==> src/rtl/spi_regbank_pkg.sv <==
// Shared definitions for the SPI register bank: register offsets, CTRL/STATUS bit
// positions and the CPU access state encoding.
package spi_regbank_pkg;

    localparam logic [31:0] OFF_CTRL   = 32'h00;
    localparam logic [31:0] OFF_STATUS = 32'h04;
    localparam logic [31:0] OFF_CLKDIV = 32'h08;
    localparam logic [31:0] OFF_TXDATA = 32'h0C;
    localparam logic [31:0] OFF_RXDATA = 32'h10;
    localparam logic [31:0] OFF_LEVEL  = 32'h14;
    localparam logic [31:0] REG_WINDOW = 32'h18;

    localparam int CTRL_EN     = 0;
    localparam int CTRL_CPOL   = 1;
    localparam int CTRL_CPHA   = 2;
    localparam int CTRL_TXCLR  = 3;
    localparam int CTRL_RXCLR  = 4;
    localparam int CTRL_IRQ_EN = 8;

    localparam int STS_TX_FULL  = 0;
    localparam int STS_TX_EMPTY = 1;
    localparam int STS_RX_FULL  = 2;
    localparam int STS_RX_EMPTY = 3;
    localparam int STS_BUSY     = 4;
    localparam int STS_RX_OVF   = 5;
    localparam int STS_TX_OVF   = 6;

    typedef enum logic [1:0] {
        ST_IDLE = 2'd0,
        ST_WACK = 2'd1,
        ST_RACK = 2'd2
    } acc_state_e;

endpackage

==> src/rtl/spi_sync_fifo.sv <==
// Single-clock FIFO with push/pop/clear and full/empty/count flags; the head entry is
// presented combinationally (0 while empty) so a consumer can see it before popping.
module spi_sync_fifo #(
    parameter int WIDTH = 8,
    parameter int DEPTH = 8
) (
    input  logic                       clk,
    input  logic                       rst,
    input  logic                       push_i,
    input  logic [WIDTH-1:0]           wdata_i,
    input  logic                       pop_i,
    input  logic                       clr_i,
    output logic [WIDTH-1:0]           rdata_o,
    output logic                       full_o,
    output logic                       empty_o,
    output logic [$clog2(DEPTH):0]     count_o
);
    localparam int AW = $clog2(DEPTH);
    localparam int CW = AW + 1;

    logic [WIDTH-1:0] mem [DEPTH];
    logic [AW-1:0]    wptr_q, rptr_q;
    logic [CW-1:0]    count_q;
    logic             do_push, do_pop;

    assign full_o  = (count_q == CW'(DEPTH));
    assign empty_o = (count_q == '0);
    assign count_o = count_q;

    // Full/empty are judged on the pre-edge level, so a push into a full FIFO is
    // dropped even if a pop happens on the same edge; clear discards both.
    assign do_push = push_i && !full_o && !clr_i;
    assign do_pop  = pop_i && !empty_o && !clr_i;

    always_ff @(posedge clk or posedge rst) begin
        if (rst) begin
            wptr_q  <= '0;
            rptr_q  <= '0;
            count_q <= '0;
        end else if (clr_i) begin
            wptr_q  <= '0;
            rptr_q  <= '0;
            count_q <= '0;
        end else begin
            if (do_push) wptr_q <= wptr_q + 1'b1;
            if (do_pop)  rptr_q <= rptr_q + 1'b1;
            count_q <= count_q + CW'(do_push) - CW'(do_pop);
        end
    end

    always_ff @(posedge clk) begin
        if (do_push) mem[wptr_q] <= wdata_i;
    end

    assign rdata_o = empty_o ? '0 : mem[rptr_q];

endmodule

==> src/rtl/spi_regbank.sv <==
// SPI control/status register bank with TX/RX byte FIFOs between the internal CPU bus
// and the shift engine. Define SPI_REGBANK_IRQ_EN to build CTRL.IRQ_EN and drive irq.
module spi_regbank
    import spi_regbank_pkg::*;
#(
    parameter logic [31:0] BASE_ADDR  = 32'h0000_0000,
    parameter int          FIFO_DEPTH = 8
) (
    input  logic        clk,
    input  logic        rst,
    input  logic [31:0] waddr,
    input  logic [31:0] wdata,
    input  logic        wr_en,
    input  logic [31:0] raddr,
    input  logic        rd_en,
    output logic [31:0] rdata,
    output logic        wack,
    output logic        rack,
    output logic        waddrerr,
    output logic        raddrerr,
    output logic        spi_en,
    output logic        cpol,
    output logic        cpha,
    output logic [15:0] clkdiv,
    output logic [7:0]  tx_data,
    output logic        tx_valid,
    input  logic        tx_ready,
    input  logic [7:0]  rx_data,
    input  logic        rx_valid,
    input  logic        spi_busy,
    output logic        irq
);
    localparam int CW = $clog2(FIFO_DEPTH) + 1;

    acc_state_e  state_q, state_d;
    logic        en_q, cpol_q, cpha_q, irq_en;
    logic [15:0] clkdiv_q;
    logic        tx_ovf_q, rx_ovf_q, err_q;
    logic [31:0] rdata_q, rd_word, woff, roff;
    logic        do_wr, do_rd, w_ok, r_ok;
    logic        ctrl_wr, status_wr, clkdiv_wr;
    logic        tx_push, tx_pop, tx_clr, tx_full, tx_empty;
    logic        rx_pop, rx_clr, rx_full, rx_empty;
    logic [7:0]  rx_head;
    logic [CW-1:0] tx_count, rx_count;
    logic        unused_bits;

    // Offsets wrap for addresses below the base, so one unsigned compare covers both ends.
    assign woff = waddr - BASE_ADDR;
    assign roff = raddr - BASE_ADDR;
    assign w_ok = (waddr[1:0] == 2'b00) && (woff < REG_WINDOW)
                  && (woff != OFF_RXDATA) && (woff != OFF_LEVEL);
    assign r_ok = (raddr[1:0] == 2'b00) && (roff < REG_WINDOW) && (roff != OFF_TXDATA);

    assign do_wr = (state_q == ST_IDLE) && wr_en;
    assign do_rd = (state_q == ST_IDLE) && !wr_en && rd_en;

    assign ctrl_wr   = do_wr && w_ok && (woff == OFF_CTRL);
    assign status_wr = do_wr && w_ok && (woff == OFF_STATUS);
    assign clkdiv_wr = do_wr && w_ok && (woff == OFF_CLKDIV);
    assign tx_push   = do_wr && w_ok && (woff == OFF_TXDATA);
    assign tx_clr    = ctrl_wr && wdata[CTRL_TXCLR];
    assign rx_clr    = ctrl_wr && wdata[CTRL_RXCLR];
    assign rx_pop    = do_rd && r_ok && (roff == OFF_RXDATA);
    assign tx_valid  = en_q && !tx_empty;
    assign tx_pop    = tx_valid && tx_ready;

    spi_sync_fifo #(.WIDTH(8), .DEPTH(FIFO_DEPTH)) u_tx_fifo (
        .clk     (clk),
        .rst     (rst),
        .push_i  (tx_push),
        .wdata_i (wdata[7:0]),
        .pop_i   (tx_pop),
        .clr_i   (tx_clr),
        .rdata_o (tx_data),
        .full_o  (tx_full),
        .empty_o (tx_empty),
        .count_o (tx_count)
    );

    spi_sync_fifo #(.WIDTH(8), .DEPTH(FIFO_DEPTH)) u_rx_fifo (
        .clk     (clk),
        .rst     (rst),
        .push_i  (rx_valid),
        .wdata_i (rx_data),
        .pop_i   (rx_pop),
        .clr_i   (rx_clr),
        .rdata_o (rx_head),
        .full_o  (rx_full),
        .empty_o (rx_empty),
        .count_o (rx_count)
    );

    always_comb begin
        state_d = state_q;
        case (state_q)
            ST_IDLE: begin
                if (wr_en)      state_d = ST_WACK;
                else if (rd_en) state_d = ST_RACK;
            end
            default: state_d = ST_IDLE;
        endcase
    end

    always_comb begin
        rd_word = '0;
        case (roff)
            OFF_CTRL: begin
                rd_word[CTRL_EN]     = en_q;
                rd_word[CTRL_CPOL]   = cpol_q;
                rd_word[CTRL_CPHA]   = cpha_q;
                rd_word[CTRL_IRQ_EN] = irq_en;
            end
            OFF_STATUS: begin
                rd_word[STS_TX_FULL]  = tx_full;
                rd_word[STS_TX_EMPTY] = tx_empty;
                rd_word[STS_RX_FULL]  = rx_full;
                rd_word[STS_RX_EMPTY] = rx_empty;
                rd_word[STS_BUSY]     = spi_busy;
                rd_word[STS_RX_OVF]   = rx_ovf_q;
                rd_word[STS_TX_OVF]   = tx_ovf_q;
            end
            OFF_CLKDIV: rd_word[15:0] = clkdiv_q;
            OFF_RXDATA: rd_word[7:0]  = rx_head;
            OFF_LEVEL: begin
                rd_word[7:0]   = 8'(tx_count);
                rd_word[23:16] = 8'(rx_count);
            end
            default: rd_word = '0;
        endcase
    end

    always_ff @(posedge clk or posedge rst) begin
        if (rst) begin
            state_q  <= ST_IDLE;
            err_q    <= 1'b0;
            rdata_q  <= '0;
            en_q     <= 1'b0;
            cpol_q   <= 1'b0;
            cpha_q   <= 1'b0;
            clkdiv_q <= '0;
            tx_ovf_q <= 1'b0;
            rx_ovf_q <= 1'b0;
        end else begin
            state_q <= state_d;
            if (do_wr)      err_q <= !w_ok;
            else if (do_rd) err_q <= !r_ok;
            if (do_rd) rdata_q <= r_ok ? rd_word : '0;
            if (ctrl_wr) begin
                en_q   <= wdata[CTRL_EN];
                cpol_q <= wdata[CTRL_CPOL];
                cpha_q <= wdata[CTRL_CPHA];
            end
            if (clkdiv_wr) clkdiv_q <= wdata[15:0];
            // A new overflow on the same edge as a write-1-to-clear is kept.
            tx_ovf_q <= (tx_ovf_q && !(status_wr && wdata[STS_TX_OVF])) || (tx_push && tx_full);
            rx_ovf_q <= (rx_ovf_q && !(status_wr && wdata[STS_RX_OVF])) || (rx_valid && rx_full);
        end
    end

`ifdef SPI_REGBANK_IRQ_EN
    logic irq_en_q, irq_q;

    always_ff @(posedge clk or posedge rst) begin
        if (rst) begin
            irq_en_q <= 1'b0;
            irq_q    <= 1'b0;
        end else begin
            if (ctrl_wr) irq_en_q <= wdata[CTRL_IRQ_EN];
            irq_q <= irq_en_q && (!rx_empty || rx_ovf_q);
        end
    end

    assign irq_en = irq_en_q;
    assign irq    = irq_q;
`else
    assign irq_en = 1'b0;
    assign irq    = 1'b0;
`endif

    assign wack     = (state_q == ST_WACK);
    assign rack     = (state_q == ST_RACK);
    assign waddrerr = wack && err_q;
    assign raddrerr = rack && err_q;
    assign rdata    = rack ? rdata_q : '0;
    assign spi_en   = en_q;
    assign cpol     = cpol_q;
    assign cpha     = cpha_q;
    assign clkdiv   = clkdiv_q;

    assign unused_bits = ^wdata[31:16];

endmodule
==> config.mk <==
export PLATFORM = sky130hd
export DESIGN_NAME = spi_regbank
export DESIGN_NICKNAME = d
export VERILOG_FILES = /design/src/rtl/spi_regbank_pkg.sv /design/src/rtl/spi_sync_fifo.sv /design/src/rtl/spi_regbank.sv
export SDC_FILE = /design/constraint.sdc
export NUM_CORES = 1
export LEC_CHECK = 0
export BUFFER_PORTS_ARGS = -buffer_cell sky130_fd_sc_hd__clkbuf_2
export CAP_MARGIN = 5
export CELL_PAD_IN_SITES_DETAIL_PLACEMENT = 0
export CELL_PAD_IN_SITES_GLOBAL_PLACEMENT = 1
export CORE_ASPECT_RATIO = 0.9
export CORE_UTILIZATION = 42
export CTS_BUF_LIST = sky130_fd_sc_hd__clkbuf_4
export CTS_CLUSTER_SIZE = 24
export DETAILED_ROUTE_END_ITERATION = 8
export GPL_TIMING_DRIVEN = 0
export PLACE_DENSITY = 0.74
export SLEW_MARGIN = 20
export SYNTH_ARGS = -nofsm -noshare
export SYNTH_HDL_FRONTEND = slang
export SYNTH_SLANG_ARGS = --single-unit
==> constraint.sdc <==
create_clock -name clk -period 2.95 [get_ports clk]
set_input_delay 0.4425 -clock clk [delete_from_list [all_inputs] [get_ports clk]]
set_output_delay 0.4425 -clock clk [all_outputs]
set_load 0.005 [all_outputs]
==> impl_results.md, run 1 <==
- Slew @ Worst Pin: ~0.94 ns
- Drt pass-1 iters: 7
- Worst skew pair latency: between 0.5 and 0.6 ns
- Number of synthesized register bits: between 150 and 200
- Vias in the first global route: between 5000 and 6000
- Rel. slew slack: 36.8%
- Mapped cell area: about 8500 um^2
- Average wire per standard cell: about 18 um
- Max Fclk: about 0.35 GHz
- Worst reg2reg endpoint: u_tx_fifo.count_o[1]$_DFF_PP0_
- Post-layout min period: between 2 and 3 ns
- Worst Setup SP: state_q[1]$_DFFE_PP0P_
- Residual DRC count: 19
- Post-Synth Simple-Gate Area: between 10% and 20%
- Syn-to-layout area delta: 18.7%
- Pleak: 4.10 nW
- Comb pwr share: 12.7%
- Non-Filler Instances: about 1000
- Hold depth: 2
- Min-Delay Path Class: in -> reg
- H-tree levels: 4
- FF/Latch Area: 5450 um^2
- Initial core utilization: 42.8%
- Worst R2R Setup Slack: 0.09 ns
- Max-cap viol count: 0
- CP Capture Type: flop
- Commonest non-fill, non-tap cell in the layout: clkbuf_2
- First-pass GRT wire length: a little under 30 mm
- Largest family of logic cells by synthesized area: multiplexers
- Placer Congestion: roughly 0.84
- Std cell rows: between 40 and 50
- P per Cell Area: ~520 nW/um^2
- Number of flops mapped to enable cells by yosys: around 130
- Arrival time worst endpoint: about 3.4 ns
- Worst-path clk slew: 0.19 ns
- TritonCTS Buffers: 17
- FILL cells: about 1700
- CTS tree: built
- P_int: between 3 and 4 mW
- Max-slew violation count: 0
- Outcome: finished, violations left
- Overall Global Routing Usage: 18.6%
- Final Skew: roughly 0.033 ns
- Switching Share: between 20% and 30%
- CTS Buffer Depth: 2
- I/O Buffers: about 140
- I/O pin count: around 180
- DRT antenna net count: 0
- WP data required: around 3.5 ns
- CP Max Fanout: 5
- Sequential Power Share: between 60% and 70%
- Worst hold endpoint: clkdiv[9]$_DFFE_PP0P_
- Clock Root Buffer: clkbuf_4
- Proportion of layout cells with a drive suffix above 1: a little under two fifths
- Worst setup SP type: flop
- RSZ-0062 raised after global routing: yes
- Core area: around 20000 um^2
- Multi-input gate area in the final layout: 2970 um^2
- Final cycle utilization of the critical path: between 90% and 100%
- Layout Nets: 875
- Final Hold Viols: 0
- CTS sink cnt: between 150 and 200
- Worst R2R Path Depth: 11
- Starting DRT DRC Count: just over 400
- DP Wirelength: 13.8 mm
- Initial antenna violation count: 1
- Commonest non-fill, non-tap cells in the layout: clkbuf_2, edfxtp_1, dfrtp_1, nor2_1, mux4_2
- Synth Area in Adders: 2.81%
- Syn avg cell area: 15.2 um^2
- Power share of the clock group: between 20% and 30%
- Die area: 20900 um^2
- Multiplexer area fraction after synthesis: ~14%
- Post-Syn Instances: 561
- Largest net degree at the start of global routing: 40
- Synth warnings: 0
- Sequential-to-total area share from yosys stat: a little under two thirds
- Vias: approximately 5400
- DRT Wirelength: roughly 19 mm
- DP Cell Count: around 970
- Final Util: around half
- Reg2reg start: state_q[1]$_DFFE_PP0P_
- Fraction of registers with async set/reset: around a third
- Crit path kind: reg -> reg
- Failing checks: design-rule violations
- Sw Pwr: about 1.5 mW
- Setup TNS: 0 ns
- XOR/XNOR Fraction of Synth Area: less than 1%
- Die X: between 150 and 200 um
- Grt ovf: 0
- Die height: ~140 um
- Max rail drop VDD: about 320 uV
- Compound-Gate Fraction of Synth Area: approximately 5.0%
- Finish-stage setup viols: 0
- Synth cell types: 54
- Via-to-Cell Ratio: 5.34
- Post-synth top flop: edfxtp_1
- Hold Crit Start: wdata[9]
flip-flops by register name (all words and copies together), names as in the netlist:
name               cells
cpol                   1
u_rx_fifo.wptr_q       3
u_rx_fifo.mem         64
clkdiv                16
u_tx_fifo.wptr_q       3
spi_en                 1
rx_ovf_q               1
state_q                2
u_rx_fifo.count_o      4
rdata_q               20
err_q                  1
u_tx_fifo.rptr_q       3
cpha                   1
u_tx_fifo.count_o      4
u_rx_fifo.rptr_q       3
tx_ovf_q               1
u_tx_fifo.mem         64
synthesized netlist by cell type (4+ instances only):
library cell    n  area share, %
ha_1           16            2.3
nand2_1        20           0.88
nand3_1         6           0.35
mux4_2         32            8.4
inv_1          19           0.83
a22o_1         17            1.7
dfrtp_1        64             19
and2_1         23            1.7
nor4_1         13           0.95
nor2b_1         8           0.59
buf_4          13            1.1
a22oi_1         9           0.79
a21o_1          4           0.35
nor2_1         45            2.0
mux2_2         16            2.1
nand2b_1        5           0.37
nor3_1         11           0.64
a21oi_1         9           0.53
xnor2_1         5           0.51
mux2i_1        15            1.8
mux2_4         10            1.8
edfxtp_1      128             45
nor3b_1         6           0.53
o31ai_1         6           0.53
o21ai_0         6           0.35
clkbuf_1       14           0.61
power groups by stage:
stage | logic, mW | registers [mW] | clock network (mW)
2_1_floorplan | 0.439 | 3.20 | 0
3_3_place_gp | 0.629 | 3.22 | 0
3_5_place_dp | 0.673 | 3.24 | 0
4_1_cts | 0.678 | 3.19 | 1.44
5_1_grt | 0.764 | 3.21 | 1.54
6_report | 0.671 | 3.19 | 1.41
timing repair:
action                     4_1_cts  5_1_grt
setup buffers                    4        4
setup endpoints to repair       78       65
cloned                           0        0
hold endpoints to repair        25        0
pin swaps                        4        3
gates resized for setup         13       10
hold buffers                     1        0
cell families (layout without fill, tap and decap cells):
group           after synthesis  in the layout
flops                       192            192
simple gates                157            157
mux                          73             73
compound gates               58             58
buf+inv                      54            240
fa+ha+maj                    18             18
xor+xnor                      8              8
other cells                   1             14
critical path: stages (launching register included):
cell and delay, ns:
dfrtp_1 0.46, nor3b_4 0.34, nand4_2 0.18, or3_1 0.41, buf_6 0.14, nor2_4 0.09
nor2_1 0.07, ha_1 0.27, inv_1 0.04, ha_2 0.19, fa_2 0.51, nor2b_1 0.12
how the worst max path moves through the flow:
stage	slack, ns	cells past startpoint	end
after detailed placement	-0.47	6	u_tx_fifo.mem[6][2]$_DFFE_PP_
after CTS	-0.06	6	u_tx_fifo.mem[1][3]$_DFFE_PP_
after global placement	-0.86	12	u_tx_fifo.count_o[2]$_DFF_PP0_
after global routing	-0.11	9	u_rx_fifo.count_o[2]$_DFF_PP0_
after floorplan	0.07	12	u_tx_fifo.count_o[2]$_DFF_PP0_
final	0.09	11	u_tx_fifo.count_o[1]$_DFF_PP0_
stage by stage:
stage | setup WS (ns) | hold WS [ns] | area [um^2] | total power [mW]
finish | 0.0882 | 0.0761 | 10100 | 5.27
global route | -0.111 | 0.0255 | 10100 | 5.51
CTS | -0.0559 | 0.0362 | 10100 | 5.31
detailed placement | -0.468 | 0.430 | 9690 | 3.92
global placement | -0.863 | 0.472 | 9630 | 3.85
floorplan | 0.0749 | 0.440 | 8590 | 3.64
per-layer routing:
metal	track usage, %	wire [um]
met2	30.2	9110
met3	4.09	1140
met5	0	0
met1	25.1	8210
met4	6.18	281
area by class of cell:
class	instances	area share [%]
diodes	1	0.0247
plain buffers	33	2.10
clock buffers	17	1.26
clock inverters	15	1.55
inverters	20	0.765
multi-input cells	327	29.3
flip-flops and latches	192	53.7
well taps	255	3.15
repair buffers	155	8.22
Note: power is estimated with default switching activity, not from simulation.
==> run 2, diff against run 1 <==
--- a/config.mk
+++ b/config.mk
@@ -9,7 +9,7 @@
 export CAP_MARGIN = 5
 export CELL_PAD_IN_SITES_DETAIL_PLACEMENT = 0
 export CELL_PAD_IN_SITES_GLOBAL_PLACEMENT = 1
-export CORE_ASPECT_RATIO = 0.9
+export CORE_ASPECT_RATIO = 0.75
 export CORE_UTILIZATION = 42
 export CTS_BUF_LIST = sky130_fd_sc_hd__clkbuf_4
 export CTS_CLUSTER_SIZE = 24
==> impl_results.md, run 2 (synthesized netlist as in run 1, its figures left out) <==
- Outcome: complete, no violations
- Commonest non-fill, non-tap cell in the layout: clkbuf_2
- CTS sink cnt: 192 (unchanged)
- Worst Setup SP: state_q[1]$_DFFE_PP0P_
- Core area: 19700 um^2 (-1.7%)
- Die X: 167 um (+9.4%)
- Reg2reg start: state_q[1]$_DFFE_PP0P_
- Min-Delay Path Class: in -> reg
- Slew @ Worst Pin: 0.983 ns (+0.0395 ns)
- I/O Buffers: 143 (unchanged)
- Max rail drop VDD: 317 uV (-2.1%)
- Critical path depth: 11 (unchanged)
- Commonest non-fill, non-tap cells in the layout: clkbuf_2, edfxtp_1, dfrtp_1, nor2_1, mux4_2
- Setup TNS: 0 ns (unchanged)
- Overall Global Routing Usage: 19.8% (+1.2 points)
- H-tree levels: 4 (unchanged)
- Worst R2R Path Depth: 11 (unchanged)
- WP data required: 3.48 ns (about the same)
- Vias in the first global route: 5292 (+0.38%)
- Top flop regs: u_rx_fifo.mem (64), u_tx_fifo.mem (64), rdata_q (20)
- Residual DRC count: 0 (-19)
- Initial antenna violation count: 1 (unchanged)
- Final Hold Viols: 0 (unchanged)
- Placer Congestion: 0.832 (-1.2%)
- Worst reg2reg endpoint: u_tx_fifo.count_o[1]$_DFF_PP0_
- DRT Wirelength: 20.1 mm (+7.2%)
- Die height: 126 um (-8.6%)
- Max-slew violation count: 0 (unchanged)
- I/O pin count: 176 (unchanged)
- Grt ovf: 0 (unchanged)
- Worst-path clk slew: 0.16 ns (-0.03 ns)
- Vias: 5411 (-0.20%)
- Clock Root Buffer: clkbuf_4
- Max-cap viol count: 0 (unchanged)
- Worst setup SP type: flop
- Arrival time worst endpoint: 3.43 ns (+0.04 ns)
- Final cycle utilization of the critical path: 98.4% (+1.4 points)
- CP endpoint: u_tx_fifo.count_o[1]$_DFF_PP0_
- Initial core utilization: 43.5% (+0.72 points)
- Worst R2R Setup Slack: 0.05 ns (-0.04 ns)
- Worst skew pair latency: 0.60 ns (+0.02 ns)
- Std cell rows: 44 (-10%)
- CP Cell Sequence: nor3b_4, nand4_4, or3_4, buf_6, nor2_4, nor2_1, ha_1, inv_1, ha_2, fa_2, nor2b_4
- Final Util: 51.7% (+0.97 points)
- Buffers & Inverters on Critical Path: 2 (unchanged)
- CP Capture Type: flop
- Rel. slew slack: 34.2% (-2.6 points)
- CP Max Fanout: 7 (+2)
- Starting DRT DRC Count: 506 (+22%)
- CP max stage cell: fa_2
- Syn-to-layout area delta: 18.9%
- Delay-heaviest family, CP: simple AND/OR/NAND/NOR gates
- DP Cell Count: 971 (-0.31%)
- Drt pass-1 iters: 5 (-2)
- Die area: 20900 um^2 (about the same)
- CTS Buffer Depth: 2 (unchanged)
- DRT antenna net count: 0 (unchanged)
- Finish-stage setup viols: 0 (unchanged)
- P per Cell Area: 528 nW/um^2 (+1.7%)
- Max Fclk: 0.344 GHz (-1.4%)
- Proportion of layout cells with a drive suffix above 1: 39.3% (+0.95 points)
- CTS tree: built
- Average wire per standard cell: 19.9 um (+7.7%)
- Pleak: 4.12 nW (+0.38%)
- Layout Nets: 872 (-0.34%)
- Non-Filler Instances: 1010 (-0.49%)
- Final Skew: 0.0250 ns (-0.00791 ns)
- RSZ-0062 raised after global routing: yes
- Post-layout min period: 2.90 ns (+0.0412 ns)
- Largest net degree at the start of global routing: 35 (-13%)
- First-pass GRT wire length: 30.5 mm (+5.7%)
- Via-to-Cell Ratio: 5.36 (+0.29%)
- CP max stage delay: 0.53 ns (+0.02 ns)
- DP Wirelength: 15.0 mm (+8.8%)
- Crit path kind: reg -> reg
- TritonCTS Buffers: 17 (unchanged)
[run 2: cell count changes in the layout (fill, tap and decap cells not counted), moves of 2 or more]
cell	before	now
dfrtp_2	0	2
buf_4	22	20
nor2_4	4	1
nor2_1	40	38
bufinv_16	0	2
nor2_2	1	6
dfrtp_1	64	62
[run 2: where the power goes]
group          total (mW)  switching [mW]  internal, mW
Clock                1.49           0.962         0.532
Sequential           3.19           0.108          3.08
Combinational       0.685           0.393         0.292
Total                5.37            1.46          3.91
[run 2: worst min path at each step]
stage                           start                     end  slack (ns)  cells past startpoint
6_report                    wdata[14]  clkdiv[14]$_DFFE_PP0P_        0.08                      2
5_1_grt                     wdata[14]  clkdiv[14]$_DFFE_PP0P_        0.02                      2
4_1_cts                     wdata[14]  clkdiv[14]$_DFFE_PP0P_        0.05                      2
3_5_place_dp   rdata_q[1]$_DFFE_PP0P_  rdata_q[1]$_DFFE_PP0P_        0.46                      2
3_3_place_gp   rdata_q[2]$_DFFE_PP0P_  rdata_q[2]$_DFFE_PP0P_        0.46                      2
2_1_floorplan  rdata_q[1]$_DFFE_PP0P_  rdata_q[1]$_DFFE_PP0P_        0.44                      2
[run 2: repair_timing]
action,in CTS,in global routing
gates resized for setup,15,20
setup buffers,1,5
endpoints found under the setup margin,73,31
gates cloned,0,0
pin swaps,3,7
endpoints found under the hold margin,33,0
hold buffers,1,0
[run 2: area by class of cell]
type | count | area [um^2]
timing repair buffer | 152 | 798
inverter | 20 | 77.6
antenna | 1 | 2.50
buffer | 33 | 220
clock buffer | 17 | 128
fill | 1658 | 9490
sequential | 192 | 5450
tap | 253 | 317
multi-input combinational | 327 | 3000
clock inverter | 15 | 178
[run 2: worst register-to-register path: stages, from the launching register on]
cell	delay [ns]
dfrtp_2	0.50
nor3b_4	0.29
nand4_4	0.14
or3_4	0.39
buf_6	0.15
nor2_4	0.16
nor2_1	0.07
ha_1	0.27
inv_1	0.04
ha_2	0.19
fa_2	0.53
nor2b_4	0.12
[run 2: routing by layer]
| layer | track usage, % | vias to the layer above | share of wire (%) |
|---|---|---|---|
| met5 | 0 | - | 0 |
| met4 | 4.41 | 0 | 0.74 |
| li1 | - | 2470 | - |
| met2 | 29.2 | 206 | 44 |
| met1 | 29.8 | 2723 | 48 |
| met3 | 4.84 | 12 | 6.5 |
[run 2: through the flow]
stage	total power [mW]	area [um^2]	hold slack (ns)	setup WS [ns]
3_5_place_dp	3.92	9680	0.463	-0.542
4_1_cts	5.39	10100	0.0499	-0.00907
2_1_floorplan	3.64	8590	0.440	0.0749
5_1_grt	5.61	10200	0.0167	-0.0586
3_3_place_gp	3.87	9630	0.465	-0.541
6_report	5.37	10200	0.0767	0.0469
